File: src/rtl/mmio_pkg.sv
// Shared definitions for the MMIO UART transmitter: register offsets,
// STATUS bit positions and transmitter state encoding.
package mmio_pkg;

    localparam logic [2:0] TXDATA_OFS = 3'd0;
    localparam logic [2:0] STATUS_OFS = 3'd4;

    localparam int STAT_FULL    = 0;
    localparam int STAT_EMPTY   = 1;
    localparam int STAT_BUSY    = 2;
    localparam int STAT_OVF     = 3;
    localparam int STAT_CNT_LSB = 4;

    typedef enum logic [1:0] {
        ST_IDLE  = 2'd0,
        ST_START = 2'd1,
        ST_DATA  = 2'd2,
        ST_STOP  = 2'd3
    } tx_state_e;

    // STATUS only has a 4-bit count field, so deeper FIFOs report 15.
    function automatic logic [3:0] sat_count4(input logic [31:0] cnt);
        return (cnt > 32'd15) ? 4'd15 : cnt[3:0];
    endfunction

endpackage

File: src/rtl/mmio_uart_tx_sync_fifo.sv
// Single-clock byte FIFO with occupancy count; a push into a full FIFO is
// accepted only when a pop happens in the same cycle.
module sync_fifo #(
    parameter int WIDTH = 8,
    parameter int DEPTH = 8
) (
    input  logic                   clk,
    input  logic                   reset,
    input  logic                   i_push,
    input  logic [WIDTH-1:0]       i_din,
    input  logic                   i_pop,
    output logic [WIDTH-1:0]       o_dout,
    output logic                   o_full,
    output logic                   o_empty,
    output logic [$clog2(DEPTH):0] o_count
);

    localparam int AW = $clog2(DEPTH);

    logic [WIDTH-1:0] r_mem [DEPTH];
    logic [AW-1:0]    r_wr_ptr;
    logic [AW-1:0]    r_rd_ptr;
    logic [AW:0]      r_count;
    logic             w_do_push;
    logic             w_do_pop;

    assign o_full    = (r_count == (AW+1)'(DEPTH));
    assign o_empty   = (r_count == '0);
    assign o_count   = r_count;
    assign o_dout    = r_mem[r_rd_ptr];
    assign w_do_pop  = i_pop && !o_empty;
    assign w_do_push = i_push && (!o_full || w_do_pop);

    always_ff @(posedge clk) begin
        if (reset) begin
            r_wr_ptr <= '0;
            r_rd_ptr <= '0;
            r_count  <= '0;
        end else begin
            if (w_do_push) begin
                r_wr_ptr <= r_wr_ptr + 1'b1;
            end
            if (w_do_pop) begin
                r_rd_ptr <= r_rd_ptr + 1'b1;
            end
            case ({w_do_push, w_do_pop})
                2'b10:   r_count <= r_count + 1'b1;
                2'b01:   r_count <= r_count - 1'b1;
                default: r_count <= r_count;
            endcase
        end
    end

    // Storage is never reset; the pointers alone define what is valid.
    always_ff @(posedge clk) begin
        if (w_do_push) begin
            r_mem[r_wr_ptr] <= i_din;
        end
    end

endmodule

File: src/rtl/mmio_uart_tx.sv
// Memory-mapped 8N1 UART transmitter: decodes core stores into TXDATA/STATUS,
// queues bytes in a FIFO and serialises them LSB first.
module mmio_uart_tx
    import mmio_pkg::*;
#(
    parameter logic [31:0] BASE_ADDR    = 32'h0000_0800,
    parameter int          CLKS_PER_BIT = 4,
    parameter int          FIFO_DEPTH   = 8
) (
    input  logic        clk,
    input  logic        reset,
    input  logic [31:0] address,
    input  logic [31:0] data_in,
    input  logic        we,
    output logic        sel,
    output logic [31:0] rdata,
    output logic        tx,
    output logic        tx_busy
);

    localparam int BW = (CLKS_PER_BIT > 1) ? $clog2(CLKS_PER_BIT) : 1;
    localparam int CW = $clog2(FIFO_DEPTH) + 1;
    localparam logic [BW-1:0] BAUD_LAST = BW'(CLKS_PER_BIT - 1);

    tx_state_e     r_state;
    logic [BW-1:0] r_baud;
    logic [2:0]    r_bit;
    logic [7:0]    r_shift;
    logic          r_tx;
    logic          r_ovf;

    logic          w_is_status;
    logic          w_wr_txdata;
    logic          w_wr_status;
    logic          w_full;
    logic          w_empty;
    logic [CW-1:0] w_count;
    logic [7:0]    w_fifo_dout;
    logic          w_baud_done;
    logic          w_pop;
    logic [31:0]   w_status;
    logic          w_unused_bits;

    // Address decode: 8-byte window, word offset in address[2].
    assign sel         = (address[31:3] == BASE_ADDR[31:3]);
    assign w_is_status = (address[2] == STATUS_OFS[2]);
    assign w_wr_txdata = we && sel && (address[2] == TXDATA_OFS[2]);
    assign w_wr_status = we && sel && w_is_status;
    assign w_unused_bits = ^{address[1:0], data_in[31:8]};

    sync_fifo #(
        .WIDTH (8),
        .DEPTH (FIFO_DEPTH)
    ) u_fifo (
        .clk     (clk),
        .reset   (reset),
        .i_push  (w_wr_txdata),
        .i_din   (data_in[7:0]),
        .i_pop   (w_pop),
        .o_dout  (w_fifo_dout),
        .o_full  (w_full),
        .o_empty (w_empty),
        .o_count (w_count)
    );

    assign w_baud_done = (r_baud == BAUD_LAST);
    assign w_pop = !w_empty &&
                   ((r_state == ST_IDLE) || ((r_state == ST_STOP) && w_baud_done));

    assign tx      = r_tx;
    assign tx_busy = (r_state != ST_IDLE) || !w_empty;

    // A set in the same cycle as a clear wins, so no drop goes unreported.
    always_ff @(posedge clk) begin
        if (reset) begin
            r_ovf <= 1'b0;
        end else if (w_wr_txdata && w_full && !w_pop) begin
            r_ovf <= 1'b1;
        end else if (w_wr_status && data_in[STAT_OVF]) begin
            r_ovf <= 1'b0;
        end
    end

    always_comb begin
        w_status                              = '0;
        w_status[STAT_FULL]                   = w_full;
        w_status[STAT_EMPTY]                  = w_empty;
        w_status[STAT_BUSY]                   = tx_busy;
        w_status[STAT_OVF]                    = r_ovf;
        w_status[STAT_CNT_LSB+3:STAT_CNT_LSB] = sat_count4(32'(w_count));
    end

    assign rdata = (sel && w_is_status) ? w_status : 32'h0;

    always_ff @(posedge clk) begin
        if (reset) begin
            r_state <= ST_IDLE;
            r_baud  <= '0;
            r_bit   <= '0;
            r_tx    <= 1'b1;
        end else begin
            case (r_state)
                ST_IDLE: begin
                    r_tx   <= 1'b1;
                    r_baud <= '0;
                    if (w_pop) begin
                        r_shift <= w_fifo_dout;
                        r_state <= ST_START;
                        r_tx    <= 1'b0;
                    end
                end
                ST_START: begin
                    if (w_baud_done) begin
                        r_baud  <= '0;
                        r_bit   <= '0;
                        r_state <= ST_DATA;
                        r_tx    <= r_shift[0];
                    end else begin
                        r_baud <= r_baud + 1'b1;
                    end
                end
                ST_DATA: begin
                    if (w_baud_done) begin
                        r_baud <= '0;
                        if (r_bit == 3'd7) begin
                            r_state <= ST_STOP;
                            r_tx    <= 1'b1;
                        end else begin
                            r_bit   <= r_bit + 1'b1;
                            r_shift <= {1'b0, r_shift[7:1]};
                            r_tx    <= r_shift[1];
                        end
                    end else begin
                        r_baud <= r_baud + 1'b1;
                    end
                end
                ST_STOP: begin
                    if (w_baud_done) begin
                        r_baud <= '0;
                        // Chain straight into the next START when a byte waits.
                        if (w_pop) begin
                            r_shift <= w_fifo_dout;
                            r_state <= ST_START;
                            r_tx    <= 1'b0;
                        end else begin
                            r_state <= ST_IDLE;
                            r_tx    <= 1'b1;
                        end
                    end else begin
                        r_baud <= r_baud + 1'b1;
                    end
                end
                default: begin
                    r_state <= ST_IDLE;
                    r_tx    <= 1'b1;
                end
            endcase
        end
    end

endmodule

File: config.mk
export PLATFORM = sky130hd
export DESIGN_NAME = mmio_uart_tx
export DESIGN_NICKNAME = d
export VERILOG_FILES = /design/src/rtl/mmio_pkg.sv /design/src/rtl/mmio_uart_tx_sync_fifo.sv /design/src/rtl/mmio_uart_tx.sv
export SDC_FILE = /design/constraint.sdc
export NUM_CORES = 1
export LEC_CHECK = 0
export ABC_AREA = 0
export CORE_ASPECT_RATIO = 1.4
export CORE_UTILIZATION = 54
export DETAILED_ROUTE_END_ITERATION = 10
export PLACE_DENSITY = 0.93
export SLEW_MARGIN = 20
export SYNTH_ARGS = -nofsm -noshare
export SYNTH_HDL_FRONTEND = slang
export SYNTH_SLANG_ARGS = --single-unit
File: constraint.sdc
create_clock -name clk -period 4.6 [get_ports clk]
set_input_delay 0.92 -clock clk [delete_from_list [all_inputs] [get_ports clk]]
set_output_delay 0.92 -clock clk [all_outputs]
set_load 0.03 [all_outputs]
==> impl_metrics.env, run 1 <==
export IMPL_grt_pass1_wl_um=13700
export IMPL_cp_common_cell="clkdlybuf4s50_1"
export IMPL_grt_antenna_before_repair=0
export IMPL_synth_edff_count=72
export IMPL_grt_setup_unrepaired="false"
export IMPL_ctsResizeCount=0
export IMPL_async_flop_share_pct=0
export IMPL_cp_start_kind="input pin"
export IMPL_drive_gt1_share_pct=12.0
export IMPL_num_vias=2727
export IMPL_overflow=0
export IMPL_relSlewSlack_pct=34.0
export IMPL_post_cts_buffers=0
export IMPL_clkSlewWorstSetupHoldPaths_ns=0.09
export IMPL_clock_sinks=94
export IMPL_stdcell_count=467
export IMPL_num_nets_final=444
export IMPL_fin_crit_sh_pct=93.4
export IMPL_cts_tree="yes"
export IMPL_core_area_um2=7850
export IMPL_fin_crit_ns=4.29
export IMPL_synth_top_area_share_pct=48.9
export IMPL_dp_cells=451
export IMPL_worst_pin_slew_ns=0.989
export IMPL_num_antenna_cells=0
export IMPL_cp_cell_sequence="clkdlybuf4s50_1, nor4_1, nand4_1, nor4_4, and3_1, clkdlybuf4s50_1"
export IMPL_cts_buffers=9
export IMPL_cts_buffer_depth=2
export IMPL_yosys_cell_count_top_type="edfxtp_1"
export IMPL_peakVddDrop_mv=0.332
export IMPL_drc=0
export IMPL_initial_core_util_pct=56.3
export IMPL_cp_max_fo=8
export IMPL_crit_path_end_kind="primary output"
export IMPL_netlist_top_cells_area="edfxtp_1 49%, dfxtp_1 10%, mux4_1 5.9%"
export IMPL_gp_congestion=0.838
export IMPL_crit_path_top_delay_cell="clkdlybuf4s50_1"
export IMPL_dr_first_iter_drc_count=157
export IMPL_slew_viol_final=0
export IMPL_htree_levels=3
export IMPL_clockRootBuffer="clkbuf_8"
export IMPL_grtUsageTotal_pct=22.2
export IMPL_hold_viol=0
export IMPL_yosys_area_top_type="edfxtp_1"
export IMPL_p_leak_uw=0.00177
export IMPL_status="finished clean"
export IMPL_finalCoreUtilization_pct=65.4
export IMPL_hold_class="flip-flop to flip-flop"
export IMPL_io_pins=102
export IMPL_powerDensity_nw_per_um2=321
export IMPL_syn_inst=305
export IMPL_vias_per_cell=5.84
export IMPL_dp_hpwl_um=6020
export IMPL_synthTopCellsByCount="72 x edfxtp_1, 25 x nor2_1, 24 x buf_4"
export IMPL_required_ns=3.68
export IMPL_place_ws_ns=0.312
export IMPL_die_w_um=78.5
export IMPL_critPathKind="input pin to primary output"
export IMPL_port_buffers=51
export IMPL_max_stage_delay_ns=0.68
export IMPL_die_height_um=109
export IMPL_critPathTopFamily="simple AND/OR/NAND/NOR gates"
export IMPL_ys_ff_latch=94
export IMPL_synthFlopType="edfxtp_1"
export IMPL_setup_tns_ns=0
export IMPL_synth_area_um2=4420
export IMPL_rows=38
export IMPL_routed_wl_um=8610
export IMPL_grt_max_degree=24
export IMPL_fin_skew_ns=0.00906
export IMPL_grt_pass1_vias=2708
export IMPL_fmax_ghz=0.233
export IMPL_synth_yosys_warnings=0
export IMPL_cts_hold_fix_buffers=0
export IMPL_area_delta_synth_final_pct=16.1
export IMPL_die_area_um2=8550
export IMPL_firstDrtPassIters=6
export IMPL_fillers=537
export IMPL_ys_seq_area_share_pct=58.9
export IMPL_insertion_delay_ns=0.36
export IMPL_cap_violations=0
export IMPL_cp_buffers_inverters=2
export IMPL_worstPathArrival_ns=3.37
export IMPL_setup_viol=0
export IMPL_worst_slack_ns=0.305
export IMPL_synth_area_per_cell_um2=14.5
export IMPL_antenna_left=0
export IMPL_routedWlPerCell_um=18.4
export IMPL_yosysUniqueCellTypes=47
export IMPL_worst_hold_slack_ns=0.438
worst paths after layout:
path,from,to,slack (ns),depth (start not counted)
hold reg to reg,r_baud[0],r_baud[0],0.44,1
setup reg to reg,r_state[0],u_fifo.o_count[3],1.46,11
hold / removal,r_baud[0],r_baud[0],0.44,1
setup / recovery,address[27],rdata[0],0.31,6
worst reg2reg max path: stages (launching register included):
cell and delay [ns]:
dfxtp_1 0.37, inv_1 0.17, ha_1 0.25, a21oi_1 0.11, a31oi_1 0.41, nand3_2 0.22, ha_1 0.29, ha_1 0.31
a21o_1 0.17, a21oi_1 0.17, mux2i_1 0.23, mux2_2 0.34
metal layers:
| layer | up-vias | GRT usage [%] | share of wire [%] |
|---|---|---|---|
| met2 | 105 | 39.2 | 54 |
| met3 | 23 | 3.51 | 4.1 |
| li1 | 1255 | - | - |
| met4 | 0 | 10.8 | 2.9 |
| met5 | - | 0 | 0 |
| met1 | 1344 | 26.4 | 39 |
cell type report:
type / instances / area (um^2) / share of cell area, %
clock buffer: 10 / 128 / 2.49
inverter: 9 / 33.8 / 0.659
multi-input combinational: 189 / 1600 / 31.2
sequential: 94 / 2600 / 50.7
tap: 100 / 125 / 2.44
timing repair buffer: 59 / 571 / 11.1
clock inverter: 6 / 67.6 / 1.32
flip-flops by register name, indices dropped and copies added (netlist names), named ones only:
signal / count
r_baud: 2
r_state: 2
r_bit: 3
r_ovf: 1
u_fifo.o_count: 4
tx: 1
u_fifo.r_wr_ptr: 3
u_fifo.r_mem: 64
u_fifo.r_rd_ptr: 3
r_shift: 8
layout by cell type, fill, tap and decap left out, types with 9 or more instances in the layout:
cell type,netlist,final
ha_1,14,14
clkbuf_8,0,9
dfxtp_1,22,22
conb_1,1,24
nor3_1,11,11
clkdlybuf4s50_1,0,51
nor2_1,25,25
edfxtp_1,72,72
inv_1,9,9
a22o_1,9,9
mux4_1,10,10
mux2_2,10,10
cell families (layout without fill, tap and decap cells):
kind of cell	Yosys count	in the layout	share of synthesized area, %
other	1	24	0.0849
adders and majority gates	15	15	4.42
and+or+nand+nor	79	79	10.4
muxes	30	30	12.5
AOI/OAI and AO/OA	37	37	6.20
buffers and inverters	45	84	6.79
DFF	94	94	58.9
xor gates and xnor gates	4	4	0.793
stage by stage:
step / area [um^2] / power, uW
after global routing: 5130 / 1700
final: 5130 / 1650
after detailed placement: 4930 / 1130
after floorplan: 4510 / 1070
after CTS: 5130 / 1660
after global placement: 4930 / 1130
report_power, final:
| part | switching (uW) | internal [uW] |
|---|---|---|
| clock | 279 | 254 |
| combinational | 107 | 76.1 |
| sequential | 9.29 | 923 |
| total | 395 | 1250 |
Power figures use the tool's default switching activity.
==> inputs of run 2 (changes only) <==
PLACE_DENSITY = 0.95   (was 0.93)
SKIP_LAST_GASP = 1   (was not set)
==> impl_metrics.env, run 2 (synthesis results as in run 1) <==
export IMPL_grtUsageTotal_pct=20.1
export IMPL_initial_core_util_pct=56.3
export IMPL_grt_setup_unrepaired="false"
export IMPL_worst_slack_ns=0.282
export IMPL_cts_tree="yes"
export IMPL_num_nets_final=444
export IMPL_p_leak_uw=0.00178
export IMPL_die_w_um=78.5
export IMPL_fmax_ghz=0.232
export IMPL_worst_pin_slew_ns=0.910
export IMPL_die_area_um2=8550
export IMPL_status="finished clean"
export IMPL_largest_reg_flops=64
export IMPL_port_buffers=51
export IMPL_powerDensity_nw_per_um2=323
export IMPL_switching_share_pct=24.4
export IMPL_r2r_end="u_fifo.o_count[3]"
export IMPL_routedWlPerCell_um=16.9
export IMPL_critPathKind="input pin to primary output"
export IMPL_gr_usage_met1_pct=23.2
export IMPL_overflow=0
export IMPL_num_vias=2630
export IMPL_p_sw_uw=406
export IMPL_required_ns=3.68
export IMPL_drive_gt1_share_pct=12.3
export IMPL_core_area_um2=7850
export IMPL_layout_commonest_cell="edfxtp_1"
export IMPL_hold_viol=0
export IMPL_largest_register="u_fifo.r_mem"
export IMPL_die_height_um=109
export IMPL_routed_wl_um=7870
export IMPL_rr_worst_depth=11
export IMPL_cap_violations=0
export IMPL_clkSlewWorstSetupHoldPaths_ns=0.09
export IMPL_grt_pass1_wl_um=12600
export IMPL_grt_pass1_vias=2582
export IMPL_place_ws_ns=0.287
export IMPL_setup_tns_ns=0
export IMPL_num_antenna_cells=0
export IMPL_ctsResizeCount=0
export IMPL_grt_antenna_before_repair=0
export IMPL_dr_first_iter_drc_count=175
export IMPL_io_pins=102
export IMPL_vias_per_cell=5.63
export IMPL_cp_startpoint="address[19]"
export IMPL_firstDrtPassIters=4
export IMPL_antenna_left=0
export IMPL_grt_busiest_layer="met2"
export IMPL_htree_levels=3
export IMPL_cp_start_kind="input pin"
export IMPL_clock_sinks=94
export IMPL_relSlewSlack_pct=39.3
export IMPL_fin_crit_sh_pct=93.9
export IMPL_reg2reg_from="r_state[0]"
export IMPL_layout_common_cells="72 x edfxtp_1, 51 x clkdlybuf4s50_1, 25 x nor2_1"
export IMPL_hold_class="flip-flop to flip-flop"
export IMPL_cp_max_fo=8
export IMPL_insertion_delay_ns=0.37
export IMPL_power_frac_clock_pct=33.0
export IMPL_slew_viol_final=0
export IMPL_gp_congestion=0.822
export IMPL_grt_max_degree=24
export IMPL_area_delta_synth_final_pct=16.3
export IMPL_cts_hold_fix_buffers=0
export IMPL_clockRootBuffer="clkbuf_8"
export IMPL_peakVddDrop_mv=0.266
export IMPL_grt_use_met2_pct=35.7
export IMPL_crit_path_end_kind="primary output"
export IMPL_internal_power_uw=1260
export IMPL_dp_hpwl_um=5700
export IMPL_met3_usage_pct=3.43
export IMPL_crit_end="rdata[0]"
export IMPL_cts_buffer_depth=2
export IMPL_rrSetupSlack_ns=1.47
export IMPL_post_cts_buffers=0
export IMPL_seqPwrFrac_pct=56.1
export IMPL_fin_skew_ns=0.0119
export IMPL_drc=0
export IMPL_worstPathArrival_ns=3.40
export IMPL_p_comb_share_pct=11.0
export IMPL_fin_crit_ns=4.32
export IMPL_cts_buffers=9
export IMPL_fillers=514
export IMPL_setup_viol=0
export IMPL_rows=38
==> run 2: cell count changes in the layout (fill, tap and decap cells not counted) <==
cell      before  now
clkinv_4       0    1
clkbuf_1       1    0
clkinv_2       1    0
inv_6          2    3
==> run 2: worst min-delay path by stage <==
stage,endpoint,depth (start not counted),start
after floorplan,r_baud[0],1,r_baud[0]
after global placement,r_baud[0],1,r_baud[0]
after detailed placement,r_baud[0],1,r_baud[0]
after CTS,r_baud[0],1,r_baud[0]
after global routing,r_baud[0],1,r_baud[0]
final,r_baud[0],1,r_baud[0]
==> run 2: final cells by class <==
type / instances / area, um^2 / share of cell area [%]
clock buffers: 9 / 124 / 2.41
clock inverters: 7 / 80.1 / 1.56
inverters: 9 / 33.8 / 0.657
multi-input cells: 189 / 1600 / 31.2
flip-flops and latches: 94 / 2600 / 50.6
well taps: 100 / 125 / 2.43
repair buffers: 59 / 571 / 11.1
==> run 2: routing by layer <==
| layer | wire length, um | part of all wire [%] |
|---|---|---|
| met1 | 3120 | 40 |
| met2 | 4190 | 53 |
| met3 | 350 | 4.4 |
| met4 | 215 | 2.7 |
| met5 | 0 | 0 |
==> run 2: critical path, cell delays in order <==
cell             delay, ns
clkdlybuf4s50_1       0.40
nor4_1                0.56
nand2_1               0.22
nor4_4                0.41
and3_1                0.21
clkdlybuf4s50_1       0.67
==> run 2: metrics by stage <==
| step | hold slack (ns) | util (%) | cell area, um^2 | total power, uW | instances |
|---|---|---|---|---|---|
| after global placement | 0.415 | 62.9 | 4930 | 1130 | 451 |
| after CTS | 0.446 | 65.5 | 5140 | 1670 | 467 |
| final | 0.442 | 65.5 | 5140 | 1660 | 467 |
| after floorplan | 0.408 | - | 4510 | 1070 | 328 |
| after detailed placement | 0.433 | 62.9 | 4930 | 1130 | 451 |
| after global routing | 0.498 | 65.5 | 5140 | 1720 | 467 |
==> run 2: power by group through the flow <==
stage / Combinational, uW / Clock [uW] / Sequential [uW]
2_1_floorplan: 119 / 0 / 956
3_3_place_gp: 176 / 0 / 950
3_5_place_dp: 181 / 0 / 951
4_1_cts: 182 / 552 / 932
5_1_grt: 198 / 587 / 933
6_report: 182 / 548 / 931
